**config.mk**
```make
export PLATFORM = sky130hd
export DESIGN_NAME = id_stage_param
export DESIGN_NICKNAME = d
export VERILOG_FILES = /design/src/rtl/id_stage_param.sv
export SDC_FILE = /design/constraint.sdc
export NUM_CORES = 2
export LEC_CHECK = 0
export ABC_AREA = 1
export BUFFER_PORTS_ARGS = -buffer_cell sky130_fd_sc_hd__buf_2
export CAP_MARGIN = 20
export CORE_ASPECT_RATIO = 1.1
export CORE_MARGIN = 2
export CORE_UTILIZATION = 40
export DETAILED_ROUTE_END_ITERATION = 16
export PLACE_DENSITY = 0.59
export SETUP_SLACK_MARGIN = 0.2
export SLEW_MARGIN = 10
export SYNTH_ARGS = -nofsm -noshare
export SYNTH_HDL_FRONTEND = slang
export SYNTH_SLANG_ARGS = --single-unit
export TNS_END_PERCENT = 10
```
**constraint.sdc**
```tcl
create_clock -name clk -period 43.7 [get_ports clk]
set_input_delay 4.37 -clock clk [delete_from_list [all_inputs] [get_ports clk]]
set_output_delay 4.37 -clock clk [all_outputs]
set_load 0.05 [all_outputs]
```
**src/rtl/id_stage_param.sv**
```systemverilog
// Instruction-decode stage: opcode decode, register file with write-through
// bypass, load-use hazard detection and the ID/EXE pipeline register.
module id_stage_param #(
   parameter int DATA_W    = 32,
   parameter int NUM_REGS  = 32,
   parameter int INIT_MODE = 1
) (
   input  logic              clk,
   input  logic              rst,
   input  logic [31:0]       instruction,
   input  logic [31:0]       pc_in,
   input  logic              valid_in,
   input  logic              stall_in,
   input  logic              flush,
   input  logic              wb_en,
   input  logic [4:0]        wb_dest,
   input  logic [DATA_W-1:0] wb_data,
   output logic              hazard_stall,
   output logic [4:0]        src1,
   output logic [4:0]        src2,
   output logic              is_src2_out,
   output logic [DATA_W-1:0] val1,
   output logic [DATA_W-1:0] val2,
   output logic [DATA_W-1:0] reg2_out,
   output logic [4:0]        dest_out,
   output logic [31:0]       pc_out,
   output logic              wb_en_out,
   output logic [1:0]        mem_signal_out,
   output logic [1:0]        branch_type_out,
   output logic [3:0]        exe_cmd_out,
   output logic              valid_out
);
   localparam int REG_AW = $clog2(NUM_REGS);

   function automatic logic signed [DATA_W-1:0] sext16(input logic [15:0] v);
      return DATA_W'($signed(v));
   endfunction

   logic [5:0]        opcode;
   logic [REG_AW-1:0] rs_idx, rt_idx, wb_idx;
   logic              dec_wb, dec_imm, dec_src2;
   logic [1:0]        dec_mem, dec_br;
   logic [3:0]        dec_exe;

   assign opcode = instruction[31:26];
   assign src1   = instruction[25:21];
   assign src2   = instruction[20:16];
   assign rs_idx = instruction[21 +: REG_AW];
   assign rt_idx = instruction[16 +: REG_AW];
   assign wb_idx = wb_dest[REG_AW-1:0];

   // {wb, mem, br, exe, imm, src2}; unlisted opcodes behave as NOP
   always_comb begin
      {dec_wb, dec_mem, dec_br, dec_exe, dec_imm, dec_src2} = 11'b0;
      case (opcode)
         6'b000001: {dec_wb, dec_mem, dec_br, dec_exe, dec_imm, dec_src2} = 11'b1_00_00_0000_0_1;
         6'b000011: {dec_wb, dec_mem, dec_br, dec_exe, dec_imm, dec_src2} = 11'b1_00_00_0010_0_1;
         6'b000101: {dec_wb, dec_mem, dec_br, dec_exe, dec_imm, dec_src2} = 11'b1_00_00_0100_0_1;
         6'b000110: {dec_wb, dec_mem, dec_br, dec_exe, dec_imm, dec_src2} = 11'b1_00_00_0101_0_1;
         6'b000111: {dec_wb, dec_mem, dec_br, dec_exe, dec_imm, dec_src2} = 11'b1_00_00_0110_0_1;
         6'b001000: {dec_wb, dec_mem, dec_br, dec_exe, dec_imm, dec_src2} = 11'b1_00_00_0111_0_1;
         6'b001001,
         6'b001010: {dec_wb, dec_mem, dec_br, dec_exe, dec_imm, dec_src2} = 11'b1_00_00_1000_0_1;
         6'b001011: {dec_wb, dec_mem, dec_br, dec_exe, dec_imm, dec_src2} = 11'b1_00_00_1001_0_1;
         6'b001100: {dec_wb, dec_mem, dec_br, dec_exe, dec_imm, dec_src2} = 11'b1_00_00_1010_0_1;
         6'b100000: {dec_wb, dec_mem, dec_br, dec_exe, dec_imm, dec_src2} = 11'b1_00_00_0000_1_0;
         6'b100001: {dec_wb, dec_mem, dec_br, dec_exe, dec_imm, dec_src2} = 11'b1_00_00_0010_1_0;
         6'b100100: {dec_wb, dec_mem, dec_br, dec_exe, dec_imm, dec_src2} = 11'b1_10_00_0000_1_0;
         6'b100101: {dec_wb, dec_mem, dec_br, dec_exe, dec_imm, dec_src2} = 11'b0_01_00_0000_1_1;
         6'b101000: {dec_wb, dec_mem, dec_br, dec_exe, dec_imm, dec_src2} = 11'b0_00_01_0000_1_0;
         6'b101001: {dec_wb, dec_mem, dec_br, dec_exe, dec_imm, dec_src2} = 11'b0_00_10_0000_1_1;
         6'b101010: {dec_wb, dec_mem, dec_br, dec_exe, dec_imm, dec_src2} = 11'b0_00_11_0000_1_1;
         default:   {dec_wb, dec_mem, dec_br, dec_exe, dec_imm, dec_src2} = 11'b0;
      endcase
   end

   logic [DATA_W-1:0] rf_q [NUM_REGS];

   always_ff @(posedge clk or posedge rst) begin
      if (rst) begin
         for (int i = 0; i < NUM_REGS; i++)
            rf_q[i] <= (INIT_MODE == 1) ? DATA_W'(i) : '0;
      end else if (wb_en && wb_idx != '0) begin
         rf_q[wb_idx] <= wb_data;
      end
   end

   // Write-through: a same-cycle write to the read index wins over the array
   logic [DATA_W-1:0] rs_val, rt_val;
   always_comb begin
      rs_val = rf_q[rs_idx];
      if (rs_idx == '0)                         rs_val = '0;
      else if (wb_en && wb_idx == rs_idx)       rs_val = wb_data;
   end
   always_comb begin
      rt_val = rf_q[rt_idx];
      if (rt_idx == '0)                         rt_val = '0;
      else if (wb_en && wb_idx == rt_idx)       rt_val = wb_data;
   end

   logic signed [DATA_W-1:0] imm_ext;
   assign imm_ext = sext16(instruction[15:0]);

   logic              valid_q, wb_q, src2_q;
   logic              valid_d, wb_d, src2_d;
   logic [1:0]        mem_q, br_q, mem_d, br_d;
   logic [3:0]        exe_q, exe_d;
   logic [4:0]        dest_q, dest_d;
   logic [31:0]       pc_q, pc_d;
   logic [DATA_W-1:0] val1_q, val2_q, reg2_q, val1_d, val2_d, reg2_d;
   logic              load_pending, hazard;

   // A load in EXE whose destination is a source of the instruction in ID
   assign load_pending = valid_q && wb_q && (mem_q == 2'b10) && (dest_q[REG_AW-1:0] != '0);
   assign hazard = load_pending && valid_in &&
                   ((dest_q[REG_AW-1:0] == rs_idx) || (dec_src2 && dest_q[REG_AW-1:0] == rt_idx));
   assign hazard_stall = hazard;

   always_comb begin
      valid_d = valid_q; wb_d = wb_q; src2_d = src2_q; mem_d = mem_q; br_d = br_q;
      exe_d = exe_q; dest_d = dest_q; pc_d = pc_q;
      val1_d = val1_q; val2_d = val2_q; reg2_d = reg2_q;
      if (flush || (!stall_in && hazard)) begin
         valid_d = 1'b0; wb_d = 1'b0; src2_d = 1'b0; mem_d = '0; br_d = '0;
         exe_d = '0; dest_d = '0; pc_d = '0;
         val1_d = '0; val2_d = '0; reg2_d = '0;
      end else if (!stall_in) begin
         valid_d = valid_in;
         wb_d    = valid_in & dec_wb;
         src2_d  = valid_in & dec_src2;
         mem_d   = valid_in ? dec_mem : 2'b00;
         br_d    = valid_in ? dec_br  : 2'b00;
         exe_d   = valid_in ? dec_exe : 4'b0000;
         dest_d  = dec_imm ? instruction[20:16] : instruction[15:11];
         pc_d    = pc_in;
         val1_d  = rs_val;
         reg2_d  = rt_val;
         val2_d  = dec_imm ? imm_ext : rt_val;
      end
   end

   // ID/EXE pipeline register
   always_ff @(posedge clk or posedge rst) begin
      if (rst) begin
         valid_q <= 1'b0; wb_q <= 1'b0; src2_q <= 1'b0; mem_q <= '0; br_q <= '0;
         exe_q <= '0; dest_q <= '0; pc_q <= '0;
         val1_q <= '0; val2_q <= '0; reg2_q <= '0;
      end else begin
         valid_q <= valid_d; wb_q <= wb_d; src2_q <= src2_d; mem_q <= mem_d; br_q <= br_d;
         exe_q <= exe_d; dest_q <= dest_d; pc_q <= pc_d;
         val1_q <= val1_d; val2_q <= val2_d; reg2_q <= reg2_d;
      end
   end

   assign valid_out       = valid_q;
   assign wb_en_out       = wb_q;
   assign is_src2_out     = src2_q;
   assign mem_signal_out  = mem_q;
   assign branch_type_out = br_q;
   assign exe_cmd_out     = exe_q;
   assign dest_out        = dest_q;
   assign pc_out          = pc_q;
   assign val1            = val1_q;
   assign val2            = val2_q;
   assign reg2_out        = reg2_q;

endmodule

```
# Yosys cells after proc, flatten, opt, wreduce, memory -nomap -nowiden
# Memory sizes are Yosys's and may differ from the RTL's.
# Cells that the tools add are included.
# W data, S select, Z words.
dict set report word_totals {
  reg_bits 1168
  mem_bits_ro 704
  inputBits 107
  output_inout_bits 155
  wordCells 117
  mem_count 1
}
# memory depth word_bits read_ports rd_ports_with_merged_regs write_ports line
set memory_table {}
lappend memory_table {{(no name shown)} 64 11 1 0 0 55} ;# case (opcode)
dict set report classes {
  n_lt_le_gt_ge 4
  eq_ne 6
  mux 40
  bitwise 5
  n_reduce_logical 18
}
# cell count
set op_table {}
lappend op_table {{$bwmux W1024} 1}
lappend op_table {{$mux W32} 18}
lappend op_table {{$bmux W32 S5} 2}
lappend op_table {{$demux W32 S5} 1}
lappend op_table {{$eq A5 B5 Y1} 4}
lappend op_table {{$ge A6 B6 Y1 const B} 3}
lappend op_table {{$not A5 Y6} 3}
lappend op_table {{$mux W5} 3}
lappend op_table {{$mux W2} 6}
lappend op_table {{$mux W4} 3}
lappend op_table {{$logic_and A1 B1 Y1} 11}
lappend op_table {{$logic_not A5 Y1} 2}
lappend op_table {{$reduce_bool A5 Y1} 2}
lappend op_table {{$lt A6 B1 Y1 const B} 1}
lappend op_table {{$mux W1} 6}
lappend op_table {{$and A1 B1 Y1} 2}
lappend op_table {{$eq A2 B2 Y1 const B} 1}
lappend op_table {{$logic_or A1 B1 Y1} 2}
lappend op_table {{$ne A2 B1 Y1 const B} 1}
lappend op_table {{$logic_not A1 Y1} 1}

# Logic depth before layout (Yosys ltp)
dict set report depth {
  ltp_word 9
  ltp_mapped 16
  mapped_depth_nobuf 14
}

# Least setup slack after synthesis
# Ideal clock, no wire load.
dict set report synth_timing {
  path_kind {input to output}
  start {in instruction[27]}
  end {out hazard_stall}
  arrival_ps 5513
  required_time_ps 39330
  slack_ps 33817
  stages 10
  path_cell_list {inv_1 ha_1 nor2_4 a21oi_1 nand2_1 nand2_1 nand3_1 nand2_1 nand2_2 inv_1}
}
dict set report synth_via {
  elab_chain_len 4
}
# element line
set synth_rtl {}
lappend synth_rtl {{start, declared} 10} ;# input logic [31:0] instruction,
lappend synth_rtl {{$mem_v2 Z64 W11} -}
lappend synth_rtl {{$logic_and A1 B1 Y1} 116} ;# ((dest_q[REG_AW-1:0] == rs_idx) || (dec_src2 && dest_q[REG_AW-1:0] == rt_idx));
lappend synth_rtl {{$logic_or A1 B1 Y1} 116}
lappend synth_rtl {{$logic_and A1 B1 Y1} 115} ;# assign hazard = load_pending && valid_in &&
lappend synth_rtl {{end, declared} 18} ;# output logic hazard_stall,
# No other way between the ends.

# Worst setup path after layout
dict set report layout_timing {
  start {in instruction[17]}
  end {out hazard_stall}
}
dict set report layout_via {
  elab_chain_len 4
}
# element line
set layout_rtl {}
lappend layout_rtl {{$eq A5 B5 Y1} 116}
lappend layout_rtl {{$logic_and A1 B1 Y1} 116}
lappend layout_rtl {{$logic_or A1 B1 Y1} 116}
lappend layout_rtl {{$logic_and A1 B1 Y1} 115}
# No other way between the ends.

==> reports/results.ini <==
[synth]
synthesis.nets = 9381
synth_edf_count = 0
yosysSeqAreaShare = 0.454
ys_ff_latch = 1168
postSynthCellCount = 9268
syn-mean-instance-area_um2 = 6.97
async_flop_share = 1.00
synth_warnings = 0
synth.distinct_cells = 42
synthFlopType = dfrtp_1
synth_area_mm2 = 0.0646

[sta]
slew_headroom = 0.193
finalClockSkew_ps = 23.2
fin_crit_sh = 0.245
fmax_mhz = 93.4
drv_slew = 0
hold_violations = 0
holdWs_ps = 376
rsz0062_at_grt = no
period_needed_ps = 10710
fin_setup_tns_ps = 0
worst_pin_slew_ps = 1210
finalSetupViolations = 0

[power_and_ir_drop]
p_total_mw = 3.18
p_leak_nw = 34.5
vdd_drop_max_mv = 0.0309
power_density_mw_per_mm2 = 44.8

[placed_design]
routabilityCongestion = 0.907
portBuffers = 261
hpwl_mm = 143

[worst_setup_path]
cp-end-kind = primary output
cp_top_family = buffers and inverters
timing.rr.end = pc_out[27]
r2r_cells = 10
cp_max_fo = 86
slowest_stage = clkbuf_8
critPathKind = in2out
worstPathRequired_ps = 39330
r2r-start = dest_out[3]
cp.arrival_ps = 6340
cpMostUsedCell = nand2_1
cpPeakStageDelay_ps = 500
path_cells = clkbuf_8, inv_8, nand2_1, nand4_1, nor2_1, nand3_1, nand2_1, nand2_2, inv_1, buf_2
start_kind = primary input
regToRegSetupSlack_ps = 40660
critical_path_buf_inv_count = 4

[cts]
cts-root-buf = clkbuf_16
cts_htree_levels = 4
path_clk_slew_ps = 60
cts_setup_buffers = 0
cts-resized-gates = 0
clock_path_buffers = 3
numCtsBuffers = 133
hold_buffers = 0
cts_sinks = 1168
worstSkewPairLatency_ps = 800
cts_tree = done

[global_route]
grt_pass1_wl_mm = 387
grt_pass1_vias = 58900
grtUsageTotal = 0.312
grt_max_degree = 182
antenna_found_initial = 26
grt_overflow = 0

[die]
dieWidth_um = 387
core_area_mm2 = 0.160
dieArea_mm2 = 0.165
io_pins = 262
start_util = 0.403
rows = 154
die_h_um = 425

[route]
wl_per_cell_um = 23.3
totalWireLength_mm = 261
ant_nets = 0
initialDrtViolationCount = 8332
drc_errors = 0
via_count = 63900
firstDrtPassIters = 14
drt-vias-per-instance = 5.69

[hold_path]
min_to = rf_q[992]
whs_path_depth = 0
hp-start = rf_q[992]
holdCritPathClass = reg2reg

[outcome]
outcome = completed

[cells_and_area]
nNetsFinal = 9105
drive_above_1_share = 0.0813
syn2layout_area_growth_pct = 9.95
layout_commonest_cell = nand2_1
final_cell_mix = nand2_1, o21ai_0, dfrtp_1, nand3_1, inv_1

[job]
maxCapViolations = 0

## synthesized netlist by cell type (6+ instances only)
master,instances,area share
nand3_1,838,0.065
dfrtp_1,1088,0.42
dfstp_2,80,0.033
o21ai_1,60,0.0047
buf_2,252,0.020
buf_4,19,0.0022
nand2_1,3188,0.19
o21ai_0,1319,0.10
nor3_2,8,0.0012
inv_1,653,0.038
o211ai_1,231,0.027
a21oi_1,328,0.025
nor3_1,6,0.00047
inv_2,9,0.00052
o22ai_1,9,0.00087
nor2_1,616,0.036
ha_1,6,0.0012
buf_1,46,0.0027
clkbuf_1,458,0.027
nand2_2,9,0.00087
## metrics by stage
| step | worst slack (ps) | area [um^2] | utilization | instances |
|---|---|---|---|---|
| global route | 32840 | 71000 | 0.443 | 11200 |
| detailed placement | 32950 | 66400 | 0.414 | 11000 |
| global placement | 32810 | 66400 | 0.414 | 11000 |
| CTS | 32950 | 70900 | 0.442 | 11200 |
| finish | 32990 | 71000 | 0.443 | 11200 |
| floorplan | 6560 | 64600 | - | 9268 |
## cells by family after synthesis
| logic type | count (synthesis) | share of synthesized area |
|---|---|---|
| xor gates and xnor gates | 8 | 0.00109 |
| DFF | 1168 | 0.454 |
| and+or+nand+nor | 4688 | 0.292 |
| AOI/OAI and AO/OA | 1953 | 0.161 |
| buffers and inverters | 1445 | 0.0905 |
| adders and majority gates | 6 | 0.00116 |
## power breakdown
group / leakage (nW) / switching [mW] / internal, mW
Combinational: 17.3 / 0.427 / 0.196
Sequential: 14.9 / 0.121 / 1.28
Clock: 2.21 / 0.481 / 0.678
## cell type report
cell class | count | area, um^2
clock inverters | 45 | 493
repair buffers | 369 | 2300
well taps | 2106 | 2640
flip-flops and latches | 1168 | 29300
fillers | 16400 | 89300
inverters | 665 | 2540
multi-input cells | 6655 | 29700
diodes | 24 | 60.1
clock buffers | 195 | 3970
## flip-flops by register name (all words and copies together) (netlist names)
| register | count |
|---|---|
| mem_signal_out | 2 |
| val2 | 32 |
| dest_out | 5 |
| branch_type_out | 2 |
| valid_out | 1 |
| wb_en_out | 1 |
| pc_out | 32 |
| val1 | 32 |
| is_src2_out | 1 |
| exe_cmd_out | 4 |
| reg2_out | 32 |
| rf_q | 1024 |
## metal layers
metal | up-vias | part of all wire | GRT usage
li1 | 29200 | - | -
met1 | 30400 | 0.40 | 0.410
met2 | 3530 | 0.44 | 0.489
met3 | 694 | 0.10 | 0.0642
met4 | 6 | 0.055 | 0.155
met5 | - | 0.00015 | 0
## worst max path at each step
stage	startpoint	endpoint	slack [ps]	cells after the start
global route	instruction[17]	hazard_stall	32840	10
CTS	instruction[17]	hazard_stall	32950	10
global placement	instruction[17]	hazard_stall	32810	10
floorplan	rst	branch_type_out[0]	6560	1
detailed placement	instruction[17]	hazard_stall	32950	10
finish	instruction[17]	hazard_stall	32990	10
No activity file was read; power rests on OpenSTA's default activity.
